### config.mk
export PLATFORM = sky130hd
export DESIGN_NAME = axi_tdd_ng_data_gate
export DESIGN_NICKNAME = d
export VERILOG_FILES = /design/src/rtl/axi_tdd_ng_data_gate.sv
export SDC_FILE = /design/constraint.sdc
export NUM_CORES = 1
export LEC_CHECK = 0
export CAP_MARGIN = 10
export CORE_UTILIZATION = 25
export DETAILED_ROUTE_END_ITERATION = 16
export HOLD_SLACK_MARGIN = 0.15
export PLACE_DENSITY_LB_ADDON = 0.08
export SYNTH_ARGS = -nofsm -noshare
export SYNTH_HDL_FRONTEND = slang
export SYNTH_SLANG_ARGS = --single-unit
### constraint.sdc
create_clock -name clk -period 7.6 [get_ports clk]
set_input_delay 1.14 -clock clk [delete_from_list [all_inputs] [get_ports clk]]
set_output_delay 1.14 -clock clk [all_outputs]
set_load 0.1 [all_outputs]
### src/rtl/axi_tdd_ng_data_gate.sv
// TDD window data gate: passes ADC samples into DMA packets while the (delayed) TDD gate is open,
// marks the final sample of each window with m_last, and reports per-window counts and overflow.
module axi_tdd_ng_data_gate #(
    parameter int DATA_WIDTH = 64,
    parameter int CNT_WIDTH  = 16,
    parameter int GATE_DELAY = 0
) (
    input  logic                  clk,
    input  logic                  rst,
    input  logic                  enable,
    input  logic [CNT_WIDTH-1:0]  max_samples,
    input  logic                  tdd_gate,
    input  logic [DATA_WIDTH-1:0] s_data,
    input  logic                  s_valid,
    output logic [DATA_WIDTH-1:0] m_data,
    output logic                  m_valid,
    output logic                  m_last,
    input  logic                  m_ready,
    output logic                  overflow,
    input  logic                  overflow_clr,
    output logic                  win_done,
    output logic [CNT_WIDTH-1:0]  win_count,
    output logic [1:0]            state
);

    typedef enum logic [1:0] {
        IDLE = 2'd0,
        WAIT = 2'd1,
        PASS = 2'd2,
        CLIP = 2'd3
    } state_t;

    localparam logic [CNT_WIDTH-1:0] CNT_ZERO = {CNT_WIDTH{1'b0}};
    localparam logic [CNT_WIDTH-1:0] CNT_ONE  = {{(CNT_WIDTH-1){1'b0}}, 1'b1};
    localparam logic [CNT_WIDTH-1:0] CNT_MAX  = {CNT_WIDTH{1'b1}};

    state_t                  state_r, state_nxt_s;
    logic                    gate_d_s, gate_q_r, rise_s, accept_s;
    logic                    pend_valid_r, pend_valid_nxt_s;
    logic [DATA_WIDTH-1:0]   pend_data_r, pend_data_nxt_s;
    logic [CNT_WIDTH-1:0]    count_r, count_nxt_s, count_inc_s;
    logic [CNT_WIDTH-1:0]    max_r, max_nxt_s, done_count_s;
    logic                    push_s, push_last_s, done_s, drop_s;

    generate
        if (GATE_DELAY == 0) begin : g_no_delay
            assign gate_d_s = tdd_gate;
        end else begin : g_delay
            logic [GATE_DELAY-1:0] dly_r;
            // Gate delay line aligning the window with the data pipeline.
            always_ff @(posedge clk or posedge rst) begin
                if (rst) begin
                    dly_r <= {GATE_DELAY{1'b0}};
                end else begin
                    dly_r[0] <= tdd_gate;
                    for (int i = 1; i < GATE_DELAY; i++) begin
                        dly_r[i] <= dly_r[i-1];
                    end
                end
            end
            assign gate_d_s = dly_r[GATE_DELAY-1];
        end
    endgenerate

    assign rise_s      = gate_d_s & ~gate_q_r;
    assign accept_s    = s_valid & gate_d_s & enable &
                         ((state_r == PASS) | ((state_r == WAIT) & rise_s));
    assign count_inc_s = (count_r == CNT_MAX) ? count_r : count_r + CNT_ONE;
    assign state       = state_r;

    // Window FSM, pending sample register and push requests.
    always_comb begin
        state_nxt_s      = state_r;
        pend_valid_nxt_s = pend_valid_r;
        pend_data_nxt_s  = pend_data_r;
        count_nxt_s      = count_r;
        max_nxt_s        = max_r;
        push_s           = 1'b0;
        push_last_s      = 1'b0;
        done_s           = 1'b0;
        done_count_s     = count_r;
        case (state_r)
            IDLE: begin
                if (enable) begin
                    state_nxt_s = WAIT;
                end else begin
                    state_nxt_s = IDLE;
                end
            end
            WAIT: begin
                if (!enable) begin
                    state_nxt_s = IDLE;
                end else if (rise_s) begin
                    state_nxt_s = PASS;
                    max_nxt_s   = max_samples;
                    count_nxt_s = CNT_ZERO;
                    if (accept_s) begin
                        pend_valid_nxt_s = 1'b1;
                        pend_data_nxt_s  = s_data;
                        count_nxt_s      = CNT_ONE;
                        if (max_samples == CNT_ONE) begin
                            state_nxt_s = CLIP;
                        end else begin
                            state_nxt_s = PASS;
                        end
                    end else begin
                        pend_valid_nxt_s = 1'b0;
                    end
                end else begin
                    state_nxt_s = WAIT;
                end
            end
            PASS: begin
                if (!gate_d_s || !enable) begin
                    push_s           = pend_valid_r;
                    push_last_s      = 1'b1;
                    pend_valid_nxt_s = 1'b0;
                    done_s           = 1'b1;
                    state_nxt_s      = enable ? WAIT : IDLE;
                end else if (accept_s) begin
                    push_s           = pend_valid_r;
                    pend_valid_nxt_s = 1'b1;
                    pend_data_nxt_s  = s_data;
                    count_nxt_s      = count_inc_s;
                    if ((max_r != CNT_ZERO) && (count_inc_s == max_r)) begin
                        state_nxt_s = CLIP;
                    end else begin
                        state_nxt_s = PASS;
                    end
                end else begin
                    state_nxt_s = PASS;
                end
            end
            CLIP: begin
                // Pending is only full on the first CLIP cycle: it holds the capped sample.
                if (pend_valid_r) begin
                    push_s           = 1'b1;
                    push_last_s      = 1'b1;
                    pend_valid_nxt_s = 1'b0;
                    done_s           = 1'b1;
                    done_count_s     = max_r;
                end else begin
                    push_s = 1'b0;
                end
                if (!enable) begin
                    state_nxt_s = IDLE;
                end else if (!gate_d_s) begin
                    state_nxt_s = WAIT;
                end else begin
                    state_nxt_s = CLIP;
                end
            end
            default: begin
                state_nxt_s      = IDLE;
                pend_valid_nxt_s = 1'b0;
            end
        endcase
    end

    assign drop_s = push_s & m_valid & ~m_ready;

    // Control and pending-sample state registers.
    always_ff @(posedge clk or posedge rst) begin
        if (rst) begin
            state_r      <= IDLE;
            gate_q_r     <= 1'b0;
            pend_valid_r <= 1'b0;
            pend_data_r  <= {DATA_WIDTH{1'b0}};
            count_r      <= CNT_ZERO;
            max_r        <= CNT_ZERO;
        end else begin
            state_r      <= state_nxt_s;
            gate_q_r     <= gate_d_s;
            pend_valid_r <= pend_valid_nxt_s;
            pend_data_r  <= pend_data_nxt_s;
            count_r      <= count_nxt_s;
            max_r        <= max_nxt_s;
        end
    end

    // Output beat register, sticky overflow and window statistics.
    always_ff @(posedge clk or posedge rst) begin
        if (rst) begin
            m_data    <= {DATA_WIDTH{1'b0}};
            m_valid   <= 1'b0;
            m_last    <= 1'b0;
            overflow  <= 1'b0;
            win_done  <= 1'b0;
            win_count <= CNT_ZERO;
        end else begin
            if (push_s && !drop_s) begin
                m_data  <= pend_data_r;
                m_last  <= push_last_s;
                m_valid <= 1'b1;
            end else if (m_ready && !push_s) begin
                m_valid <= 1'b0;
                m_last  <= 1'b0;
            end
            overflow <= drop_s | (overflow & ~overflow_clr);
            win_done <= done_s;
            if (done_s) begin
                win_count <= done_count_s;
            end
        end
    end

endmodule

==> impl.org <==
** Outcome
- Result of the run :: finished, final reports clean

** Clock tree
- The clock tree synthesis step divided the H-tree into 4 levels.
- Number of CTS-inserted buffers :: 17
- The clock drives approximately 180 sinks.
- Clock-pin slew was measured on the worst setup and hold paths at 80 ps.
- Hold Buf Count CTS :: 0
- TritonCTS built the clock tree.
- Clock network latency to the later pin of the worst-skew pair :: ~450 ps
- Root Driver :: clkbuf_16
- Buffers added to address setup during post-CTS repair amount to 0.
- Maximum clock path buffer count :: 2
- Resize count post-CTS :: 0

** Routing
- Total length of routed wires :: 21600 um
- Using the TritonRoute via totals, the vias-per-cell ratio works out to 4.644.
- The routed layout has roughly 5500 vias.
- In this run the remaining antenna-violating nets after routing total 0.
- Number of design-rule violations left by the first detailed-router iteration :: 261
- Total DRC errors in the routed layout :: 0
- The first detailed-routing pass took 5 iterations.
- Average wire per standard cell :: between 15 and 20 um

** Power
- Net switching is between 40% and 50% of the power.
- The analysis attributes to cell leakage a power of between 4 and 5 nW.
- Register share of total power :: 33.7%
- Dividing total power by cell area gives a power density of between 300 and 400 nW/um^2.
- The analysis attributes to net switching a power of roughly 2 mW.
- In this run, the clock network consumes a little over a fifth of the power.
- The share of total power dissipated in combinational logic is roughly 44%.
- Cell internal power was estimated by the tool at around 2.2 mW.
- Largest voltage drop on the vdd net :: between 0.2 and 0.25 mV

** Yosys
- Post-synthesis instance area :: between 7000 and 8000 um^2
- Post-synthesis instance total :: between 600 and 700
- For this run, the register share of the synthesized area comes to about 58%.
- The most used flip-flop cell after synthesis is dfrtp_1.
- Counting flops and latches in the post-synthesis netlist gives 184.
- Post-synth EDFFs :: 0
- Number of warnings issued by yosys :: 0
- Proportion of register bits with asynchronous set or reset after synthesis :: 100.0%
- Yosys mapped the design onto between 50 and 60 distinct sky130hd cell types.
- Each instance of the synthesized netlist takes up on average between 10 and 15 um^2.
- Post-synth net total :: ~690

** Cells and area
- Relative to the synthesized area, the layout overhead comes to 33.99%.
- Post-route insts no fill :: 1175
- Fraction of layout instances using a drive strength above 1 :: around a quarter
- Final core utilization :: around a third
- Finished Cell Area :: around 11000 um^2
- After the last flow step, the layout net total stands at 854.
- N_diodes :: 0

** Timing
- Setup TNS :: 0 ps
- Final setup fails :: 0
- Post-layout min period :: between 3000 and 4000 ps
- Count of final hold-check violations :: 0
- Final Skew :: between 10 and 15 ps
- Final max-slew violation count :: 0
- Worst-margin pin slew :: between 1000 and 1500 ps
- Ratio of final minimum period to clock period :: 48.76%
- Unrepaired setup endpoints after global routing :: no
- Worst max-slew margin expressed relative to the limit :: 28.31%
- Static timing analysis puts the maximum clock frequency at 269.8 MHz.

** Setup path
- Worst stage delay on the critical path :: approximately 750 ps
- Measured in cells, the most critical reg-to-reg path has a length of 8.
- Critical path fanouts, max :: 35
- The startpoint identified for the worst register-to-register timing path is count_r[0].
- Required arrival time at the worst endpoint :: roughly 7900 ps
- The critical path is of the in -> reg type.
- The endpoint identified for the worst register-to-register timing path is state[0].
- Arr. time, crit path :: a little over 4000 ps
- STA classifies the critical path endpoint as a register.
- The critical path ends at m_data[31].
- The worst setup path is launched from an input pin.
- Library cell contributing the largest single delay on the critical path :: nor2b_4
- Series of cell instances along the critical path :: clkdlybuf4s50_1, nand2_1, o311ai_0, buf_4, nor2b_4, buf_4, mux2_2
- The most numerous cell type found on the critical path is buf_4.
- Crit path launch :: tdd_gate
- The setup check on the worst reg-to-reg path leaves a slack of ~4400 ps.

** Hold path
- Class of the tightest hold or removal check :: reg -> reg
- The worst hold path was traced through 2 stages.

** Floorplanning
- Boundary pin count :: approximately 170
- Std-Cell Rows :: 64
- Die height :: around 180 um
- The die is roughly 180 um wide.
- Area of the core region :: between 30000 and 40000 um^2
- Area of the die :: ~33000 um^2
- For this configuration, the core starts out at a cell density of 25.71%.

** GRT
- Global routing used ~14% of the available tracks.
- Global-route wire length before repair :: about 34000 um
- After global routing the overflow that remains totals 0.
- The number of global-route vias before repair was 5767.
- Routing layer with the top usage in global route :: met2
- In the global route stage, met3 resource usage came out at 5.962%.
- In the global route stage, met2 resource usage came out at between 20% and 30%.
- The initial antenna violation count is 1.
- Entering global routing, the biggest net connects between 100 and 150 pins.
- Global routing consumed, on the met1 layer, between 15 and 20% of the routing resources.

** Job
- Maximum Capacitance Violations :: 0

** Placement
- The number of placed instances, taps included, is roughly 1100.
- In this run the tool buffered the top-level ports with about 170 buffer cells.
- Routability-driven placement finished with a final weighted congestion of 0.8200.
- Placed wire-length estimate after detailed placement :: 14640 um
- In this run the cell area measured after placement is between 10000 and 15000 um^2.
layout make-up:
cell class	count	area, um^2
Clock buffer	17	425.4
Clock inverter	15	173.9
Fill cell	3064	20260
Inverter	5	23.77
Multi-Input combinational cell	379	3151
Sequential cell	184	4604
Tap cell	396	495.5
Timing Repair Buffer	179	1774
cell usage in the layout, fill, tap and decap left out, drive strengths merged, types with 15 or more instances in the layout:
| master | Yosys | layout |
|---|---|---|
| a21oi | 15 | 15 |
| clkbuf | 18 | 17 |
| clkdlybuf4s50 | 0 | 172 |
| dfrtp | 184 | 184 |
| inv | 5 | 15 |
| mux2 | 144 | 144 |
| mux2i | 16 | 16 |
| nand2 | 37 | 37 |
| nor2 | 17 | 17 |
| o21ai | 32 | 32 |
| xnor2 | 15 | 15 |
critical path, delay by kind of cell:
family                 cells  cell delay, ps
buffers and inverters      3            1300
AO/OA/AOI/OAI              1             200
AND/OR/NAND/NOR            2             950
multiplexers               1             390
sequential cells by signal (all words and copies together), names as in the netlist:
| name | flops |
|---|---|
| win_count | 16 |
| overflow | 1 |
| gate_q_r | 1 |
| pend_valid_r | 1 |
| count_r | 16 |
| m_valid | 1 |
| m_last | 1 |
| max_r | 16 |
| pend_data_r | 64 |
| state | 2 |
| m_data | 64 |
| win_done | 1 |
cell families (layout without fill, tap and decap cells):
| kind of cell | Yosys count | after routing | synth area share (%) |
|---|---|---|---|
| and+or+nand+nor | 117 | 117 | 7.936 |
| AOI/OAI and AO/OA | 79 | 79 | 6.472 |
| muxes | 160 | 160 | 22.42 |
| DFF | 184 | 184 | 57.94 |
| xor gates and xnor gates | 22 | 22 | 2.425 |
| buffers and inverters | 43 | 216 | 2.645 |
| adders and majority gates | 1 | 1 | 0.1574 |
power groups by stage:
stage	registers (mW)	logic (mW)	clock network, mW
2_1_floorplan	2.52	0.311	0
3_3_place_gp	1.43	1.88	0
3_5_place_dp	1.45	1.89	0
4_1_cts	1.43	1.89	0.965
5_1_grt	1.47	1.93	1.00
6_report	1.42	1.87	0.925
metal layers:
layer	share of wire, %	up-vias	wire (um)
li1	-	2507	-
met1	42	2764	9128
met2	47	156	10200
met3	8.2	28	1774
met4	2.2	2	477
met5	0.060	-	13
cells in the mapped netlist, types with 2 or more instances:
| cell type | number | area [um^2] |
|---|---|---|
| a211oi_1 | 3 | 22.52 |
| a21oi_1 | 15 | 75.07 |
| a22o_1 | 3 | 26.28 |
| a311oi_1 | 3 | 26.28 |
| a31oi_1 | 5 | 31.28 |
| and3_1 | 3 | 18.77 |
| and3_2 | 2 | 15.01 |
| and4_1 | 4 | 35.03 |
| buf_1 | 2 | 7.510 |
| buf_2 | 14 | 70.07 |
| buf_6 | 4 | 45.04 |
| clkbuf_1 | 17 | 63.81 |
| dfrtp_1 | 184 | 4604 |
| inv_1 | 5 | 18.77 |
| mux2_2 | 144 | 1622 |
| mux2i_1 | 16 | 160.2 |
| nand2_1 | 37 | 138.9 |
| nand2b_1 | 5 | 31.28 |
| nand3_1 | 9 | 45.04 |
| nand4_1 | 6 | 37.54 |
| nor2_1 | 17 | 63.81 |
| nor2b_1 | 5 | 31.28 |
| nor3_1 | 9 | 45.04 |
| nor4_1 | 8 | 50.05 |
| o21ai_0 | 32 | 160.2 |
| o311ai_0 | 3 | 26.28 |
| o31ai_1 | 4 | 30.03 |
| o41ai_1 | 2 | 17.52 |
| xnor2_1 | 15 | 131.4 |
| xor2_1 | 7 | 61.31 |
stage by stage:
stage	hold slack (ps)	power, mW	worst slack [ps]
global route	509.0	4.409	3683
CTS	493.3	4.287	3860
detailed placement	470.7	3.333	3387
global placement	472.0	3.311	3496
finish	486.5	4.224	3894
floorplan	475.0	2.827	1460
how the worst min path moves through the flow:
stage,start,to,slack (ps)
floorplan,pend_data_r[0],pend_data_r[0],470
global placement,win_count[5],win_count[5],470
detailed placement,win_count[5],win_count[5],470
CTS,win_count[5],win_count[5],490
global route,win_count[5],win_count[5],510
finish,win_count[5],win_count[5],490
Power figures use the tool's default switching activity.
